### config.mk
export PLATFORM = sky130hd
export DESIGN_NAME = latch_vector_driver
export DESIGN_NICKNAME = d
export VERILOG_FILES = /design/src/rtl/latch_vector_driver.sv
export SDC_FILE = /design/constraint.sdc
export NUM_CORES = 1
export LEC_CHECK = 0
export ABC_AREA = 1
export CAP_MARGIN = 20
export CORE_ASPECT_RATIO = 2
export CORE_UTILIZATION = 34
export CTS_CLUSTER_SIZE = 30
export DETAILED_ROUTE_END_ITERATION = 8
export HOLD_SLACK_MARGIN = 0.03
export PLACE_DENSITY_LB_ADDON = 0.1
export SLEW_MARGIN = 40
export SYNTH_ARGS = -nofsm -noshare
export SYNTH_HDL_FRONTEND = slang
export SYNTH_SLANG_ARGS = --single-unit
### constraint.sdc
create_clock -name clk -period 2.4 [get_ports clk]
set_clock_uncertainty 0.15 [all_clocks]
set_input_delay 0.72 -clock clk [delete_from_list [all_inputs] [get_ports clk]]
set_output_delay 0.72 -clock clk [all_outputs]
set_load 0.02 [all_outputs]
### src/rtl/latch_vector_driver.sv
// Stimulus sequencer and checker for the enable-gated latch block: walks seven
// fixed vectors, samples y after a settle interval and records the verdict.
module latch_vector_driver #(
    parameter int unsigned SETTLE = 4,
    parameter logic        FLIP   = 1'b0
) (
    input  logic       clk,
    input  logic       rst,
    input  logic       start,
    input  logic       dut_y,
    output logic       a,
    output logic       b,
    output logic       hidden,
    output logic       en,
    output logic       flip,
    output logic       busy,
    output logic       done,
    output logic       pass,
    output logic [2:0] fail_count,
    output logic [2:0] fail_index
);

    localparam int unsigned CNT_W    = 8;
    localparam int unsigned IDX_W    = 3;
    localparam int unsigned FC_W     = 3;
    localparam int unsigned STIM_W   = 4;
    localparam logic [IDX_W-1:0] LAST_IDX = IDX_W'(6);
    localparam logic [IDX_W-1:0] NO_FAIL  = IDX_W'(7);
    localparam logic [CNT_W-1:0] RELOAD   = CNT_W'(SETTLE - 1);
    // Expected y per vector before FLIP; bit k belongs to vector k.
    localparam logic [7:0] EXP_RAW = 8'b0110_1000;

    typedef enum logic [1:0] {
        S_IDLE = 2'd0,
        S_RUN  = 2'd1,
        S_DONE = 2'd2
    } state_t;

    state_t              state_q, state_d;
    logic [IDX_W-1:0]    idx_q, idx_d;
    logic [CNT_W-1:0]    cnt_q, cnt_d;
    logic [STIM_W-1:0]   stim_q, stim_d;
    logic                busy_q, busy_d;
    logic                done_q, done_d;
    logic                pass_q, pass_d;
    logic [FC_W-1:0]     fc_q, fc_d;
    logic [IDX_W-1:0]    fi_q, fi_d;
    logic                exp_c;
    logic                fail_c;
    logic [FC_W-1:0]     fc_next_c;

    // Vector table packed as {en, hidden, a, b}.
    function automatic logic [STIM_W-1:0] vec_of(input logic [IDX_W-1:0] idx);
        case (idx)
            3'd0:    vec_of = 4'b1000;
            3'd1:    vec_of = 4'b1001;
            3'd2:    vec_of = 4'b1010;
            3'd3:    vec_of = 4'b1011;
            3'd4:    vec_of = 4'b1000;
            3'd5:    vec_of = 4'b1100;
            default: vec_of = 4'b0000;
        endcase
    endfunction

    assign exp_c     = EXP_RAW[idx_q] ^ FLIP;
    // Exact match so an X or Z on dut_y counts as a failure.
    assign fail_c    = (dut_y !== exp_c);
    assign fc_next_c = fc_q + FC_W'(fail_c);

    always_ff @(posedge clk or posedge rst) begin
        if (rst) begin
            state_q <= S_IDLE;
            idx_q   <= '0;
            cnt_q   <= '0;
            stim_q  <= '0;
            busy_q  <= 1'b0;
            done_q  <= 1'b0;
            pass_q  <= 1'b0;
            fc_q    <= '0;
            fi_q    <= NO_FAIL;
        end else begin
            state_q <= state_d;
            idx_q   <= idx_d;
            cnt_q   <= cnt_d;
            stim_q  <= stim_d;
            busy_q  <= busy_d;
            done_q  <= done_d;
            pass_q  <= pass_d;
            fc_q    <= fc_d;
            fi_q    <= fi_d;
        end
    end

    always_comb begin
        state_d = state_q;
        case (state_q)
            S_IDLE, S_DONE: if (start) state_d = S_RUN;
            S_RUN:          if (cnt_q == '0 && idx_q == LAST_IDX) state_d = S_DONE;
            default:        state_d = S_IDLE;
        endcase
    end

    always_comb begin
        idx_d  = idx_q;
        cnt_d  = cnt_q;
        stim_d = stim_q;
        busy_d = busy_q;
        done_d = done_q;
        pass_d = pass_q;
        fc_d   = fc_q;
        fi_d   = fi_q;
        case (state_q)
            S_IDLE, S_DONE: begin
                if (start) begin
                    idx_d  = '0;
                    cnt_d  = RELOAD;
                    stim_d = vec_of(IDX_W'(0));
                    busy_d = 1'b1;
                    done_d = 1'b0;
                    pass_d = 1'b0;
                    fc_d   = '0;
                    fi_d   = NO_FAIL;
                end
            end
            S_RUN: begin
                if (cnt_q != '0) begin
                    cnt_d = cnt_q - CNT_W'(1);
                end else begin
                    fc_d = fc_next_c;
                    if (fail_c && fi_q == NO_FAIL) fi_d = idx_q;
                    if (idx_q != LAST_IDX) begin
                        idx_d  = idx_q + IDX_W'(1);
                        stim_d = vec_of(idx_q + IDX_W'(1));
                        cnt_d  = RELOAD;
                    end else begin
                        busy_d = 1'b0;
                        done_d = 1'b1;
                        pass_d = (fc_next_c == '0);
                    end
                end
            end
            default: ;
        endcase
    end

    assign en         = stim_q[3];
    assign hidden     = stim_q[2];
    assign a          = stim_q[1];
    assign b          = stim_q[0];
    assign flip       = FLIP;
    assign busy       = busy_q;
    assign done       = done_q;
    assign pass       = pass_q;
    assign fail_count = fc_q;
    assign fail_index = fi_q;

endmodule

# [Word level (Yosys, flattened, before mapping)]
# Memory sizes are Yosys's and may differ from the RTL's.
# Index checks and enable logic that the tools add are counted.
[word_totals] rom_bits=8 in_bits=4 latch_bits=0 ram_bits=0 register_bits=26 elab_cells=82 n_memories=1
[memory_table] memory="(no name shown)" words=8 word_bits=1 read_ports=1 rd_clocked_by_memory_dff=0 write_ports=0 line_no="65" text="assign exp_c = EXP_RAW[idx_q] ^ FLIP;"
[op_classes] n_eq_ne=18 n_reduce_logical=16 mul=0 n_div=0 mux=34 bitwise_logic=0 shift=0 n_lt_le_gt_ge=1 n_addsub=3
[ops] operator="8-bit two-way mux" n=3
[ops] operator="3-bit two-way mux" n=7
[ops] operator="4-bit one-hot mux with 5 select lines" n=1
[ops] operator="3-bit one-hot mux with 2 select lines" n=3
[ops] operator="8-bit one-hot mux with 2 select lines" n=1
[ops] operator="3-bit equality test (second input constant)" n=4
[ops] operator="4-bit two-way mux" n=3
[ops] operator="2-bit inequality test (second input constant)" n=6
[ops] operator="4-bit AND reduction" n=3
[ops] operator="1-bit two-way mux" n=9
[ops] operator="8-bit logical NOT" n=1
[ops] operator="4-bit one-hot mux with 2 select lines" n=1
[ops] operator="8-bit nonzero test" n=1
[ops] operator="8-bit by 1-bit subtractor with 8-bit output (second input constant)" n=1
[ops] operator="3-bit by 2-bit equality test with 1-bit output (second input constant)" n=2
[ops] operator="3-bit logical NOT" n=2
[ops] operator="3-bit inequality test (second input constant)" n=2
[ops] operator="1-bit one-hot mux with 2 select lines" n=3
[ops] operator="3-bit AND reduction" n=2
[ops] operator="3-bit by 4-bit < comparator with 1-bit output (second input constant)" n=1
[ops] operator="2-bit two-way mux" n=2
[ops] operator="2-bit one-hot mux with 2 select lines" n=1
[ops] operator="2-bit OR reduction" n=2
[ops] operator="3-bit by 1-bit adder with 3-bit output" n=1
[ops] operator="9 further kinds" n=10

# [Logic depth before layout (Yosys ltp)]
# Gate-level depths: netlist of the first run.
[logic_depth] depth_word=8 depth_mapped=13 mapped_depth_nobuf=13

# [Least setup slack after synthesis of the first run]
# No wires, ideal clock.
[synth_timing] kind="register -> register" startpoint="register idx_q[0]" endpoint="register pass_q (netlist: pass)" arrival_ns=1.844 setup_time_ns=0.065 path_slack_ns=0.341 n_path_buf=0 stages_incl_launch_ff=13 synth_period_minus_slack_ns=2.059 path_cell_list="dfrtp_1 inv_1 ha_1 nand2_1 nand3_1 and2_1 ha_1 ha_1 inv_1 nand3_1 nor2_1 nand3_1 nand2_1"
[synth_between] elab_chain_len=8
[synth_rtl] element="from (decl)" line_no="40" text="logic [IDX_W-1:0] idx_q, idx_d;"
[synth_rtl] element="from (signal assigned)" line_no="83" text="idx_q <= idx_d;"
[synth_rtl] element="memory read 8 x 1 bit"
[synth_rtl] element="1-bit two-way mux (implied by the code)" line_no="65"
[synth_rtl] element="1-bit case inequality test" line_no="67" text="assign fail_c = (dut_y !== exp_c);"
[synth_rtl] element="3-bit by 1-bit adder with 3-bit output" line_no="68" text="assign fc_next_c = fc_q + FC_W'(fail_c);"
[synth_rtl] element="3-bit logical NOT" line_no="138" text="pass_d = (fc_next_c == '0);"
[synth_rtl] element="1-bit two-way mux" line_no="131" text="if (idx_q != LAST_IDX) begin"
[synth_rtl] element="1-bit two-way mux" line_no="126" text="if (cnt_q != '0) begin"
[synth_rtl] element="1-bit one-hot mux with 2 select lines" line_no="112" text="case (state_q)"
[synth_rtl] element="to (signal assigned)" line_no="88" text="pass_q <= pass_d;"
[synth_rtl] element="to (decl)" line_no="45" text="logic pass_q, pass_d;"
# Several ways; a longest one is shown, not always the timed one. The select of a mux whose other input is x is not followed.
# A chain may end at the register's enable or synchronous reset.

# [Worst setup path after layout of the first run]
[layout_timing] startpoint="register fi_q[2] (netlist: fail_index[2])" endpoint="output port fail_index[2]"
[layout_lines] element="from (decl)" line_no="47" text="logic [IDX_W-1:0] fi_q, fi_d;"
[layout_lines] element="from (signal assigned)" line_no="90" text="fi_q <= fi_d;"
[layout_lines] element="to (decl)" line_no="20" text="output logic [2:0] fail_index"
# No word-level cell between the ends.

==> results of run 1 <==
==> power by group <==
group / switching [mW] / internal (mW)
Combinational: 0.569 / 0.400
Sequential: 0.118 / 0.609
Clock: 0.143 / 0.119
==> metal layers <==
metal	vias up	global-route usage	wire length, um
met2	15	0.3374	2171
met4	0	0.05934	42
li1	637	-	-
met5	-	0	0
met3	4	0.01852	61
met1	612	0.1592	1269
==> timing repair <==
item,in CTS,in global routing
setup endpoints to repair,0,1
endpoints found under the hold margin,0,0
setup buffers,0,1
==> cell usage after synthesis <==
master    number  share of area
nand3_1       17          0.054
inv_4          1         0.0040
and3_1         1         0.0040
nand2_4        3          0.021
nor2_2         2         0.0079
ha_1           9          0.071
a21oi_2        1         0.0055
inv_8          1         0.0071
o21ai_1       10          0.032
buf_4          1         0.0047
o21ai_2        1         0.0055
o21ai_4        1          0.010
inv_1         25          0.059
o21bai_1       1         0.0047
nand4_1        4          0.016
clkinv_1       1         0.0024
o21ai_0        7          0.022
xnor2_1        1         0.0055
nand2_2        7          0.028
o211ai_1       1         0.0047
nor2_1         8          0.019
a21oi_1        1         0.0032
conb_1         1         0.0024
nor2_8         3          0.038
buf_6          1         0.0071
xor2_1         2          0.011
and2_1         1         0.0040
dfrtp_1       23           0.36
nand3_2        1         0.0063
o31ai_1        1         0.0047
nor2_4         2          0.014
dfstp_2        3          0.050
nand2_1       45           0.11
==> tightest hold or removal path: cells and delay by family, from the launching register on <==
kind / cells / cell delay, ns
simple gates: 2 / 0.09
flops: 1 / 0.38
==> metrics by stage <==
stage / hold slack, ns / TNS, ns / power [mW] / area (um^2) / util
after floorplan: 0.3030 / 0 / 1.381 / 1582 / -
after global placement: 0.3087 / -0.05628 / 1.683 / 1828 / 0.4132
after detailed placement: 0.3152 / -0.08454 / 1.714 / 1828 / 0.4132
after CTS: 0.3268 / 0 / 1.979 / 1873 / 0.4234
after global routing: 0.3485 / 0 / 2.127 / 1881 / 0.4251
final: 0.3228 / 0 / 1.958 / 1881 / 0.4251
==> layout make-up <==
type / count / area, um^2 / share of cell area
clock buffers: 4 / 45.04 / 0.02395
inverters: 28 / 115.1 / 0.06121
multi-input cells: 131 / 793.3 / 0.4218
flip-flops and latches: 26 / 654.4 / 0.3480
well taps: 54 / 67.56 / 0.03593
repair buffers: 22 / 205.2 / 0.1091
==> cell families (layout without fill, tap and decap cells) <==
| logic type | Yosys count | in the layout | share of synthesized area |
|---|---|---|---|
| compound gates | 24 | 24 | 0.09257 |
| xor+xnor | 3 | 3 | 0.01662 |
| fa+ha+maj | 9 | 9 | 0.07120 |
| buf+inv | 30 | 54 | 0.08465 |
| flops | 26 | 26 | 0.4138 |
| other cells | 1 | 1 | 0.002371 |
| simple gates | 94 | 94 | 0.3188 |
==> worst min-delay path by stage <==
| stage | startpoint | end | slack (ns) | cells past startpoint |
|---|---|---|---|---|
| 2_1_floorplan | cnt_q[1] | cnt_q[1] | 0.30 | 2 |
| 3_3_place_gp | fail_index[1] | fail_index[1] | 0.31 | 2 |
| 3_5_place_dp | fail_index[0] | fail_index[0] | 0.32 | 2 |
| 4_1_cts | fail_index[0] | fail_index[0] | 0.33 | 2 |
| 5_1_grt | fail_index[1] | fail_index[1] | 0.35 | 2 |
| 6_report | fail_index[0] | fail_index[0] | 0.32 | 2 |
==> state kept, by name, summed over array words and instances (netlist names) <==
name,flops
cnt_q,8
done,1
idx_q,3
pass,1
state_q,2
busy,1
fail_count,3
stim_q,4
fail_index,3
==> reports/metrics.csv, run 1 <==
stage;metric;value;unit
final_layout;diodes;0;
die;die_w;50.23;um
hold_path;hold_path_class;reg -> reg;
setup_path;endpoint_kind;primary output;
final_layout;fill_cells;471;
pwr;peakVddDrop;0.5255;mV
setup_path;start_kind;flip-flop;
pwr;p_per_area;1041;nW/um^2
final_layout;syn2layout_area_growth;18.91;%
setup_path;path_class;reg -> out;
sta;setup_viol;0;
die;io_pins;18;
logic_synthesis;syn_nets;200;
cts;insertion_delay;0.28;ns
final_layout;layout.nets;225;
setup_path;crit_family;buffers and inverters;
logic_synthesis;ys_seq_elements;26;
setup_path;r2r_start;idx_q[0];
setup_path;critPathArrivalTime;1.42;ns
setup_path;crit_chain;clkdlybuf4s50_1;
routing;initialDrtViolationCount;20;
setup_path;rrSetupSlack;0.26;ns
die;coreArea;4424;um^2
placement;io_buffer_count;16;
logic_synthesis;avgSynthCellArea;8.457;um^2
setup_path;startpoint;fail_index[2];
final_layout;drive_gt1_frac;0.1659;
logic_synthesis;yosysWarnings;0;
routing;ant_nets;0;
setup_path;critPathMaxStageDelay;0.60;ns
global_route;antenna_found_initial;0;
cts;h-tree-depth;1;
global_route;grt_pass1_vias;1328;
routing;drcViolationCount;0;
sta;drv_slew;0;
die;die_h;98.45;um
placement;dpl_worst_slack;-0.08454;ns
cts;ctsResizeCount;0;
pwr;p_leak;0.9717;nW
final_layout;final_common_cell;nand2_1;
sta;fin_ws;0.1120;ns
setup_path;cp_max_fo;3;
sta;hold_violations;0;
cts;ctsRootBufferMaster;clkbuf_8;
cts;path_clk_slew;0.08;ns
setup_path;r2r-end;pass;
sta;fmax;437.1;MHz
setup_path;crit_path_end;fail_index[2];
logic_synthesis;synthesis.area;1582;um^2
sta;fin_crit;2.288;ns
placement;gp_congestion;0.7474;
cts;cts.sink_count;26;
placement;dpl.cell_count;260;
cts;clockBufferDepth;2;
final_layout;final_cell_mix;nand2_1, inv_1, dfrtp_1;
setup_path;path_buf_inv;1;
routing;drt_wl_total;3.545;mm
die;std_cell_rows;34;
cts;ctsHoldBuffers;0;
routing;firstDrtPassIters;4;
final_layout;layout.cells.non_filler;265;
sta;rsz0062_at_grt;false;
logic_synthesis;synth_cells;187;
outcome;status;complete, no violations;
die;dieArea;4945;um^2
routing;vias_per_cell;4.785;
routing;wire_per_inst;13.38;um
setup_path;r2r_cells;12;
sta;period_share;0.9533;
cts;cts_tree;built;
logic_synthesis;synth_cell_type_count;33;
global_route;grt_max_degree;27;
global_route;overflow;0;
cts;numCtsBuffers;3;
global_route;grt_use_total;0.1664;
placement;place_hpwl;2.773;mm
setup_path;critical_path_depth;1;
run;maxCapViolCount;0;
setup_path;cp_data_required_time;1.53;ns
logic_synthesis;seq_area_frac_synth;0.4138;
setup_path;crit_slowest_cell;clkdlybuf4s50_1;
routing;num_vias;1268;
die;initial_core_util;0.3575;
global_route;grt_pass1_wl;6.161;mm
(Power assumes the default switching activity.)
==> run 2: changes to the inputs <==
--- a/config.mk
+++ b/config.mk
@@ -7,10 +7,13 @@
 export LEC_CHECK = 0
 export ABC_AREA = 1
 export CAP_MARGIN = 20
+export CELL_PAD_IN_SITES_DETAIL_PLACEMENT = 1
+export CELL_PAD_IN_SITES_GLOBAL_PLACEMENT = 1
 export CORE_ASPECT_RATIO = 2
 export CORE_UTILIZATION = 34
 export CTS_CLUSTER_SIZE = 30
 export DETAILED_ROUTE_END_ITERATION = 8
+export GPL_TIMING_DRIVEN = 0
 export HOLD_SLACK_MARGIN = 0.03
 export PLACE_DENSITY_LB_ADDON = 0.1
 export SLEW_MARGIN = 40
==> run 2 against run 1 <==
Critical path depth is the same. Critical endpoint is now fail_index[0]. Largest cell class unchanged. Power grew 3.9%. Largest power group unchanged. Non-clock buffer count shrank 1.
==> reports/metrics.csv, run 2 (synthesis gave the netlist of run 1 again) <==
stage;metric;value;unit;change
die;dieArea;4945;um^2;unchanged
placement;gp_congestion;0.7023;;was 0.7474
global_route;grt_max_degree;27;;unchanged
sta;setup_viol;0;;unchanged
hold_path;hold_start;fail_index[0];;unchanged
final_layout;final_common_cell;nand2_1;;unchanged
setup_path;path_class;reg -> out;;unchanged
setup_path;r2r_cells;12;;unchanged
pwr;p_per_area;1076;nW/um^2;was 1041 nW/um^2
die;io_pins;18;;unchanged
final_layout;layout.nets;224;;was 225
die;std_cell_rows;34;;unchanged
final_layout;reg_top3;cnt_q: 8 flops, stim_q: 4 flops;;unchanged
pwr;power;2.034;mW;was 1.958 mW
setup_path;critical_path_depth;1;;unchanged
setup_path;start_kind;flip-flop;;unchanged
die;die_h;98.45;um;unchanged
routing;drcViolationCount;0;;unchanged
sta;period_share;0.9642;;was 0.9533
global_route;grt_pass1_wl;6.941;mm;was 6.161 mm
cts;h-tree-depth;1;;unchanged
cts;ctsHoldBuffers;0;;unchanged
final_layout;largest_reg_flops;8;;unchanged
outcome;status;complete, no violations;;unchanged
global_route;use_met3;0.02160;;was 0.01852
cts;cts_tree;built;;unchanged
final_layout;diodes;0;;unchanged
hold_path;hold_path_class;reg -> reg;;unchanged
sta;fin_crit;2.314;ns;was 2.288 ns
cts;numCtsBuffers;3;;unchanged
die;die_w;50.23;um;unchanged
setup_path;cp_max_fo;3;;unchanged
run;maxCapViolCount;0;;unchanged
placement;dpl_worst_slack;-0.2209;ns;was -0.08454 ns
routing;vias_per_cell;4.905;;was 4.785
routing;drt_wl_total;3.947;mm;was 3.545 mm
setup_path;critPathMaxStageDelay;0.61;ns;was 0.60 ns
final_layout;fill_cells;559;;was 471
cts;clockBufferDepth;2;;unchanged
cts;path_clk_slew;0.10;ns;was 0.08 ns
routing;firstDrtPassIters;4;;unchanged
setup_path;crit_family;buffers and inverters;;unchanged
final_layout;drive_gt1_frac;0.1810;;was 0.1659
sta;drv_slew;0;;unchanged
sta;slew_headroom;0.6214;;
setup_path;crit_chain;clkdlybuf4s50_1;;unchanged
global_route;busiest_layer;met2;;unchanged
pwr;p_leak;0.9740;nW;was 0.9717 nW
placement;io_buffer_count;16;;unchanged
cts;insertion_delay;0.28;ns;about the same
global_route;grt_use_total;0.1860;;was 0.1664
setup_path;endpoint_kind;primary output;;unchanged
setup_path;crit_slowest_cell;clkdlybuf4s50_1;;unchanged
placement;place_hpwl;3.114;mm;was 2.773 mm
sta;tightestPinTransition;0.5671;ns;
cts;ctsRootBufferMaster;clkbuf_8;;unchanged
setup_path;crit_path_end;fail_index[0];;was fail_index[2]
sta;fmax;432.2;MHz;was 437.1 MHz
setup_path;cp_data_required_time;1.53;ns;about the same
sta;fin_ws;0.08599;ns;was 0.1120 ns
setup_path;critPathArrivalTime;1.44;ns;was 1.42 ns
final_layout;largest_register;cnt_q;;unchanged
final_layout;final_cell_mix;nand2_1, inv_1, dfrtp_1;;unchanged
routing;ant_nets;0;;unchanged
setup_path;r2r_start;idx_q[0];;unchanged
routing;initialDrtViolationCount;14;;was 20
routing;num_vias;1295;;was 1,268
die;coreArea;4424;um^2;unchanged
setup_path;startpoint;fail_index[0];;was fail_index[2]
global_route;met1_usage;0.1805;;was 0.1592
global_route;overflow;0;;unchanged
die;initial_core_util;0.3575;;unchanged
setup_path;r2r-end;pass;;unchanged
routing;wire_per_inst;14.95;um;was 13.38 um
global_route;grt_pass1_vias;1480;;was 1,328
cts;cts.sink_count;26;;unchanged
global_route;grt_util_met2;0.3672;;was 0.3374
sta;hold_violations;0;;unchanged
setup_path;rrSetupSlack;0.11;ns;was 0.26 ns
pwr;peakVddDrop;0.5454;mV;was 0.5255 mV
final_layout;syn2layout_area_growth;19.54;%;was 18.91%
setup_path;path_buf_inv;1;;unchanged
global_route;antenna_found_initial;0;;unchanged
sta;finalSetupTns;0;ns;unchanged
## run 2: final cells by class
type,count,area [um^2],area share
multi-input cells,131,795.8,0.4209
well taps,54,67.56,0.03574
plain buffers,2,18.77,0.009927
repair buffers,19,182.7,0.09662
clock buffers,4,55.05,0.02912
inverters,28,115.1,0.06089
flip-flops and latches,26,655.6,0.3468
## run 2: worst min path at each step
stage          cells after the start             to  slack [ns]
2_1_floorplan                      2       cnt_q[1]        0.30
3_3_place_gp                       2  fail_index[1]        0.31
3_5_place_dp                       2  fail_index[1]        0.32
4_1_cts                            2  fail_index[0]        0.34
5_1_grt                            2  fail_index[1]        0.37
6_report                           2  fail_index[0]        0.33
## run 2: routing by layer
metal / part of all wire / vias to the layer above
li1: - / 635
met1: 0.35 / 638
met2: 0.61 / 13
met3: 0.015 / 9
met4: 0.027 / 0
met5: 0 / -
## run 2: power by group
group | switching, mW | internal, mW | total, mW | leakage [nW]
clock | 0.152 | 0.147 | 0.299 | 0.0288
combinational | 0.593 | 0.404 | 0.998 | 0.628
sequential | 0.126 | 0.611 | 0.737 | 0.317
## run 2: what timing repair did
| item | in CTS | in global routing |
|---|---|---|
| gates resized for setup | 0 | 2 |
| setup endpoints to repair | 0 | 1 |
| buffers inserted | 0 | 3 |
## run 2: stage by stage
stage | instances | area, um^2 | util | hold WS (ns)
6_report | 264 | 1891 | 0.4273 | 0.3327
5_1_grt | 264 | 1891 | 0.4273 | 0.3719
4_1_cts | 261 | 1864 | 0.4214 | 0.3364
3_5_place_dp | 257 | 1809 | 0.4089 | 0.3240
3_3_place_gp | 257 | 1809 | 0.4089 | 0.3073
2_1_floorplan | 187 | 1582 | - | 0.3030
==> run 3: changes to the inputs <==
--- a/config.mk
+++ b/config.mk
@@ -6,7 +6,6 @@
 export NUM_CORES = 1
 export LEC_CHECK = 0
 export ABC_AREA = 1
-export CAP_MARGIN = 20
 export CELL_PAD_IN_SITES_DETAIL_PLACEMENT = 1
 export CELL_PAD_IN_SITES_GLOBAL_PLACEMENT = 1
 export CORE_ASPECT_RATIO = 2
==> constraint.sdc (replaced) <==
create_clock -name clk -period 2.7 [get_ports clk]
set_clock_uncertainty 0.15 [all_clocks]
set_input_delay 0.81 -clock clk [delete_from_list [all_inputs] [get_ports clk]]
set_output_delay 0.81 -clock clk [all_outputs]
set_load 0.02 [all_outputs]
==> run 3 against run 2 <==
Count of clock-buffer cells in the layout is the same. Highest routed layer unchanged. Critical endpoint is now pass. Non-clock buffer count shrank 3. Critical path depth grew 10. Largest power group unchanged. Register-to-register slack gained 0.21 ns. Combinational power shrank 15%.
==> reports/metrics.csv, run 3 (synthesis gave the netlist of run 1 again) <==
stage;metric;value;unit;change
outcome;status;complete, no violations;;unchanged
setup_path;r2r_start;idx_q[0];;unchanged
sta;fmax;413.2;MHz;
placement;dpl.cell_count;257;;unchanged
die;io_pins;18;;unchanged
run;maxCapViolCount;0;;unchanged
setup_path;critPathArrivalTime;2.50;ns;was 1.44 ns
cts;cts.sink_count;26;;unchanged
die;initial_core_util;0.3575;;unchanged
final_layout;reg_top3;cnt_q: 8 flops, stim_q: 4 flops;;unchanged
final_layout;layout.cells.non_filler;261;;was 264
hold_path;hold_path_class;reg -> reg;;unchanged
global_route;grt_use_total;0.1860;;unchanged
routing;initialDrtViolationCount;13;;was 14
setup_path;cp_data_required_time;2.78;ns;was 1.53 ns
placement;dpl_worst_slack;-0.01094;ns;was -0.2209 ns
sta;setup_viol;0;;unchanged
setup_path;path_class;in -> reg;;was reg -> out
setup_path;r2r_cells;12;;unchanged
pwr;sw_frac_of_total;0.4317;;was 0.4285
die;std_cell_rows;34;;unchanged
pwr;switching_power;766.0;uW;was 871.5 uW
routing;num_vias;1282;;was 1,295
placement;place_hpwl;3.114;mm;unchanged
cts;post_cts.repair.setup_buffers;0;;unchanged
global_route;overflow;0;;unchanged
pwr;power.internal;1.009;mW;was 1.162 mW
setup_path;r2r-end;pass;;unchanged
final_layout;syn2layout_area_growth;17.88;%;was 19.54%
pwr;p_leak;0.9597;nW;was 0.9740 nW
final_layout;final_cell_mix;nand2_1, inv_1, dfrtp_1;;unchanged
placement;io_buffer_count;16;;unchanged
final_layout;largest_reg_flops;8;;unchanged
hold_path;worst_hold_path.endpoint;fail_index[0];;unchanged
sta;hold_violations;0;;unchanged
sta;tightestPinTransition;0.5678;ns;was 0.5671 ns
setup_path;crit_path_frequent_cell;nand3_1;;
pwr;peakVddDrop;0.4836;mV;was 0.5454 mV
setup_path;start_kind;primary input;;was flip-flop
pwr;seqPwrFrac;0.370;;was 0.362
sta;period_share;0.8963;;
cts;ctsHoldBuffers;0;;unchanged
cts;insertion_delay;0.28;ns;about the same
die;coreArea;4424;um^2;unchanged
die;die_h;98.45;um;unchanged
setup_path;crit_chain;clkdlybuf4s50_1, inv_1, nand3_1, and2_1, ha_1, ha_1, inv_1, nand3_1, nor2_1, nand3_1, nand2_1;;was clkdlybuf4s50_1
pwr;combPwrFrac;0.479;;was 0.491
cts;ctsResizeCount;0;;unchanged
routing;ant_nets;0;;unchanged
routing;firstDrtPassIters;4;;unchanged
setup_path;rrSetupSlack;0.32;ns;was 0.11 ns
sta;finalSetupTns;0;ns;unchanged
cts;numCtsBuffers;3;;unchanged
final_layout;largest_register;cnt_q;;unchanged
cts;clockBufferDepth;2;;unchanged
cts;ctsRootBufferMaster;clkbuf_8;;unchanged
final_layout;final_common_cell;nand2_1;;unchanged
pwr;clockPowerShare;0.150;;was 0.147
cts;cts_tree;built;;unchanged
placement;gp_congestion;0.7023;;unchanged
sta;fin_ws;0.2799;ns;was 0.08599 ns
cts;path_clk_slew;0.10;ns;about the same
sta;fin_crit;2.420;ns;
final_layout;fill_cells;558;;was 559
die;die_w;50.23;um;unchanged
setup_path;crit_slowest_cell;clkdlybuf4s50_1;;unchanged
routing;drcViolationCount;0;;unchanged
routing;wire_per_inst;14.97;um;was 14.95 um
pwr;p_per_area;951.9;nW/um^2;was 1076 nW/um^2
sta;drv_slew;0;;unchanged
final_layout;layout.nets;221;;was 224
sta;slew_headroom;0.6209;;was 0.6214
global_route;antenna_found_initial;0;;unchanged
setup_path;endpoint_kind;flip-flop;;was primary output
hold_path;hold_start;fail_index[0];;unchanged
hold_path;min_path_cells;2;;unchanged
global_route;grt_max_degree;27;;unchanged
cts;h-tree-depth;1;;unchanged
global_route;grt_pass1_vias;1480;;unchanged
global_route;grt_pass1_wl;6.941;mm;unchanged
final_layout;diodes;0;;unchanged
setup_path;cp_max_fo;2;;was 3
die;dieArea;4945;um^2;unchanged
routing;drt_wl_total;3.908;mm;was 3.947 mm
setup_path;critPathMaxStageDelay;0.42;ns;was 0.61 ns
final_layout;drive_gt1_frac;0.1594;;was 0.1810
routing;vias_per_cell;4.912;;was 4.905
sta;rsz0062_at_grt;false;;
[run 3: changes by cell type in the layout (fill, tap and decap cells not counted), sizes merged]
cell,previous run,this run
buf,5,2
[run 3: worst max-delay path by stage]
stage / endpoint / slack, ns / cells after the start / start
6_report: pass / 0.28 / 11 / dut_y
5_1_grt: pass / 0.19 / 13 / idx_q[0]
3_3_place_gp: pass / 0.01 / 11 / dut_y
3_5_place_dp: pass / -0.01 / 11 / dut_y
2_1_floorplan: pass / 0.64 / 12 / idx_q[0]
4_1_cts: pass / 0.28 / 11 / dut_y
[run 3: metrics by stage]
stage / hold WS [ns] / power, mW / instance area [um^2] / utilization
floorplan: 0.3030 / 1.227 / 1582 / -
global placement: 0.3073 / 1.481 / 1809 / 0.4089
detailed placement: 0.3240 / 1.533 / 1809 / 0.4089
CTS: 0.3364 / 1.803 / 1864 / 0.4214
global route: 0.3719 / 1.923 / 1864 / 0.4214
finish: 0.3327 / 1.775 / 1864 / 0.4214
[run 3: metal layers]
metal	GRT usage	wire, um	part of all wire
met2	0.3672	2383	0.61
met4	0.08132	105	0.027
met5	0	0	0
met1	0.1805	1357	0.35
met3	0.02160	61	0.016
[run 3: power by group through the flow]
stage	clock network, mW	registers [mW]	logic [mW]
floorplan	0	0.722	0.506
global placement	0	0.654	0.827
detailed placement	0	0.668	0.865
CTS	0.274	0.661	0.868
global route	0.288	0.682	0.953
finish	0.267	0.657	0.851
[run 3: area by class of cell]
class / instances / area [um^2] / area share
well taps: 54 / 67.56 / 0.03624
inverters: 28 / 115.1 / 0.06174
plain buffers: 2 / 18.77 / 0.01007
repair buffers: 16 / 160.2 / 0.08591
flip-flops and latches: 26 / 654.4 / 0.3510
clock buffers: 4 / 55.05 / 0.02953
multi-input cells: 131 / 793.3 / 0.4255
[run 3: critical path, delay by kind of cell]
family	cells	cell delay, ns
AND/OR/NAND/NOR	6	0.68
buffers and inverters	3	0.55
adder cells (fa/ha/maj)	2	0.46
==> RTL change 1: new RTL, flow settings as in run 1 <==
Register the inputs `start` and `dut_y` before use. The logic sees them one clock later.
--- a/src/rtl/latch_vector_driver.sv
+++ b/src/rtl/latch_vector_driver.sv
@@ -38,2 +38,10 @@
 
+    logic start_q;
+    logic dut_y_q;
+
+    always_ff @(posedge clk) begin
+        start_q <= start;
+        dut_y_q <= dut_y;
+    end
+
     state_t              state_q, state_d;
@@ -66,3 +74,3 @@
     // Exact match so an X or Z on dut_y counts as a failure.
-    assign fail_c    = (dut_y !== exp_c);
+    assign fail_c    = (dut_y_q !== exp_c);
     assign fc_next_c = fc_q + FC_W'(fail_c);
@@ -96,3 +104,3 @@
         case (state_q)
-            S_IDLE, S_DONE: if (start) state_d = S_RUN;
+            S_IDLE, S_DONE: if (start_q) state_d = S_RUN;
             S_RUN:          if (cnt_q == '0 && idx_q == LAST_IDX) state_d = S_DONE;
@@ -113,3 +121,3 @@
             S_IDLE, S_DONE: begin
-                if (start) begin
+                if (start_q) begin
                     idx_d  = '0;
Check against the original RTL: not equivalent (Yosys sat finds a counterexample within 4 cycles, from zero or initial values and one cycle with rst high).
==> RTL change 1 against run 1 <==
Final cell count is 1.5% lower; wire length is 11% lower; cell area is 3.9% lower; worst setup slack worse by 0.010 ns; clock power is 2% higher; synthesized area is 1.5% lower; via count is 4.7% lower; register-to-register slack hardly changed; sequential cell count is 2 higher; hold slack worse by 0.030 ns; total power is 9.7% lower; largest power group unchanged.
==> RTL change 1: results (changes against run 1) <==
{| class="wikitable"
! Metric !! Value
|-
| Depth of the worst register-to-register path || 10 (was 12)
|-
| Overall routing resource usage || 14.6% (was 16.6%)
|-
| Commonest cells in the netlist || nand2_1 (60), dfrtp_1 (23), nand3_1 (23) (was nand2_1 (45), inv_1 (25), dfrtp_1 (23))
|-
| Worst hold-check slack || 0.293 ns (was 0.323 ns)
|-
| Met1 track demand over resource in global routing || 16.6% (was 15.9%)
|-
| Share of flip-flops with an asynchronous set or reset || 92.9% (was 100%)
|-
| Non-clk bufs || 17 (was 22)
|-
| Fin worst setup slack || 0.102 ns (was 0.112 ns)
|-
| Hold worst-path end || state_q[1] (was fail_index[0])
|-
| Cell area after placement || 1760 um^2 (was 1830 um^2)
|-
| Fraction of area in clock buffers and inverters || 2.49% (was 2.40%)
|-
| Number of nets still failing antenna checks after routing || 0 (unchanged)
|-
| Num sequential || 28 (was 26)
|-
| Avg Vias per Cell || 4.63 (was 4.78)
|-
| Outcome || completed (unchanged)
|-
| Total detailed-routing wirelength || 3170 um (was 3550 um)
|-
| Routability-driven placement congestion ratio || 0.846 (was 0.747)
|-
| Final non-clock buffer share || 9.27% (was 10.9%)
|-
| Number of nets produced by synthesis || 202 (was 200)
|-
| Peak ir drop on the vdd network || 0.447 mV (was 0.526 mV)
|-
| Area contributors post-synth || dfrtp_1 (37%), nand2_1 (14%), nand3_1 (7.4%) (was dfrtp_1 (36%), nand2_1 (11%), ha_1 (7.1%))
|-
| Post-Place Cells || 257 (was 260)
|-
| Clock slew at reported path FFs || 0.10 ns (was 0.08 ns)
|-
| FF/Latch Area || 694 um^2 (was 654 um^2)
|-
| Number of violations reported at the end of detailed-routing iteration 0 || 21 (was 20)
|-
| Multi-input combinational cell count || 136 (was 131)
|-
| Count of cell types in the netlist || 26 (was 33)
|-
| Number of inverters outside the clock class in the layout || 22 (was 28)
|-
| Hold-critical path depth || 1 (was 2)
|-
| Met2 GRT Util || 26.7% (was 33.7%)
|-
| Registers with the most flip-flops || cnt_q (8), stim_q (4) (unchanged)
|-
| Core utilization of the finished layout || 41.3% (was 42.5%)
|-
| Number of antenna violations at the first check in global routing || 0 (unchanged)
|-
| Metal2 WL || 1780 um (was 2170 um)
|-
| Highest routed layer || met4 (unchanged)
|-
| Final HPWL from detailed placement || 2440 um (was 2770 um)
|-
| Fraction of area in multi-input gates || 41.5% (was 42.2%)
|-
| DR vias || 1209 (was 1268)
|-
| Critical path destination || fail_index[1] (was fail_index[2])
|-
| Worst slack, placed || 0.245 ns (was -0.0845 ns)
|-
| Metal1 wirelength || 1300 um (was 1270 um)
|-
| First-pass GRT wire length || 5520 um (was 6160 um)
|-
| Hold Startpoint || start_q (was fail_index[0])
|-
| Global-route met3 utilization || 1.10% (was 1.85%)
|-
| Instance count of the mapped netlist || 189 (was 187)
|-
| Flop-to-flop setup slack || 0.26 ns (about the same)
|-
| Filler cell count || 456 (was 471)
|}
==> RTL change 1: cell count changes in the layout (fill, tap and decap cells not counted), moves of 3 or more <==
cell	run 1	this run
nand2_1	45	60
nand3_1	17	23
buf_4	6	1
inv_1	25	20
o21ai_0	7	2
o21ai_1	10	5
nand2_2	7	4
o21ai_2	1	4
==> RTL change 1: report_power, final <==
group	switching (mW)	leakage (nW)	internal, mW
logic	0.443	0.594	0.328
registers	0.119	0.337	0.611
clock network	0.148	0.0228	0.119
total	0.711	0.954	1.06
==> RTL change 1: cells by family (layout without fill, tap and decap cells) <==
family	after synthesis	after routing	share of synthesized area [%]
xor+xnor	3	3	1.69
buf+inv	25	43	7.23
other cells	1	1	0.241
simple gates	110	110	33.6
compound gates	13	13	5.46
flops	28	28	44.6
fa+ha+maj	9	9	7.23
==> RTL change 2: new RTL, settings of run 1 <==
Made on the original files. `FLIP`: 1'b0 -> 1'b1.
--- a/src/rtl/latch_vector_driver.sv
+++ b/src/rtl/latch_vector_driver.sv
@@ -4,3 +4,3 @@
     parameter int unsigned SETTLE = 4,
-    parameter logic        FLIP   = 1'b0
+    parameter logic        FLIP   = 1'b1
 ) (
Behaviour: not the same (a bounded check fails within 4 cycles, from zero or initial values and one cycle with rst high).
==> RTL change 2 against run 1 <==
Via count rose by 1.2%; wire length fell by 4.5%; total power fell by 15%; sequential cell count did not move; sequential power fell by 7.7%; cell area fell by 2.4%; global-route usage fell by 0.73 points; clock power rose by 13%; synthesized area fell by 0.55%; worst setup slack got worse by 0.0085 ns; final cell count rose by 2.3%; largest cell class unchanged.
==> RTL change 2: results (changes against run 1) <==
{| class="wikitable"
! Metric !! Value
|-
| Overall routing resource usage || 15.9% (was 16.6%)
|-
| Number of nets produced by synthesis || 212 (was 200)
|-
| Post-synth EDFFs || 0 (unchanged)
|-
| # port buffers || 16 (unchanged)
|-
| Avg Vias per Cell || 4.73 (was 4.78)
|-
| Fraction of layout instances using a drive strength above 1 || 12.4% (was 16.6%)
|-
| Worst slack, placed || -0.0519 ns (was -0.0845 ns)
|-
| Peak ir drop on the vdd network || 0.352 mV (was 0.526 mV)
|-
| Critical path destination || fail_index[1] (was fail_index[2])
|-
| Commonest cells in the netlist || nand2_1 (61), nand3_1 (25), dfrtp_1 (23) (was nand2_1 (45), inv_1 (25), dfrtp_1 (23))
|-
| Number of violations reported at the end of detailed-routing iteration 0 || 23 (was 20)
|-
| Area contributors post-synth || dfrtp_1 (37%), nand2_1 (15%), nand3_1 (8.0%) (was dfrtp_1 (36%), nand2_1 (11%), ha_1 (7.1%))
|-
| Total detailed-routing wirelength || 3390 um (was 3550 um)
|-
| Number of global-route vias before repair || 1338 (was 1328)
|-
| Routability-driven placement congestion ratio || 0.756 (was 0.747)
|-
| Sequential fraction of the synthesis area || 41.6% (was 41.4%)
|-
| Flop-to-flop setup slack || 0.17 ns (was 0.26 ns)
|-
| Net total in the final layout || 231 (was 225)
|-
| Final HPWL from detailed placement || 2630 um (was 2770 um)
|-
| Depth of the worst register-to-register path || 11 (was 12)
|-
| Max Root-Sink Buffers || 2 (unchanged)
|-
| Count of cell types in the netlist || 29 (was 33)
|-
| Met2 GRT Util || 31.9% (was 33.7%)
|-
| Outcome || completed (unchanged)
|-
| Critical path launch point || fail_index[1] (was fail_index[2])
|-
| Global-route met3 utilization || 1.40% (was 1.85%)
|-
| Met1 track demand over resource in global routing || 15.3% (was 15.9%)
|-
| Final period utilization || 95.7% (was 95.3%)
|-
| Area of the core region || 4380 um^2 (was 4420 um^2)
|}
## RTL change 2: changes by cell type after synthesis, sizes merged, moves of 2 or more
| cell | change |
|---|---|
| nand4 | +2 |
| nand3 | +8 |
| o21ai | -11 |
| inv | -3 |
| buf | +2 |
| nand2 | +14 |
## RTL change 2: kinds of logic (layout without fill, tap and decap cells)
logic type	Yosys count	after routing	synth area share (%)
other	1	1	0.238
AO/OA/AOI/OAI	11	11	3.90
AND/OR/NAND/NOR	119	119	36.4
XOR/XNOR	4	4	2.23
buffers and inverters	29	47	8.51
adder cells (fa/ha/maj)	9	9	7.16
flip-flops	26	26	41.6
## RTL change 2: per-stage QoR
step / total power, mW / util (%) / cells / instance area [um^2] / hold slack [ns]
finish: 1.67 / 41.9 / 271 / 1840 / 0.325
global route: 1.83 / 41.9 / 271 / 1840 / 0.348
CTS: 1.71 / 41.9 / 271 / 1840 / 0.329
detailed placement: 1.40 / 40.6 / 267 / 1780 / 0.309
global placement: 1.39 / 40.6 / 267 / 1780 / 0.312
floorplan: 1.19 / - / 199 / 1570 / 0.321
## RTL change 2: report_power, final
group	internal (mW)	switching, mW	total, mW
Combinational	0.288	0.418	0.706
Sequential	0.564	0.106	0.670
Clock	0.147	0.149	0.296
Total	0.999	0.673	1.67
## RTL change 2: cell type report
type	instances	area [um^2]
Multi-Input combinational cell	144	785
Fill cell	459	2550
Tap cell	54	67.6
Clock buffer	4	55.1
Timing Repair Buffer	18	175
Inverter	25	98.8
Sequential cell	26	654
## RTL change 2: per-layer routing
metal  up-vias  share of wire (%)
met1       605                 38
met3         5                1.0
met2         8                 59
li1        665                  -
met4         0                1.8
met5         -                  0
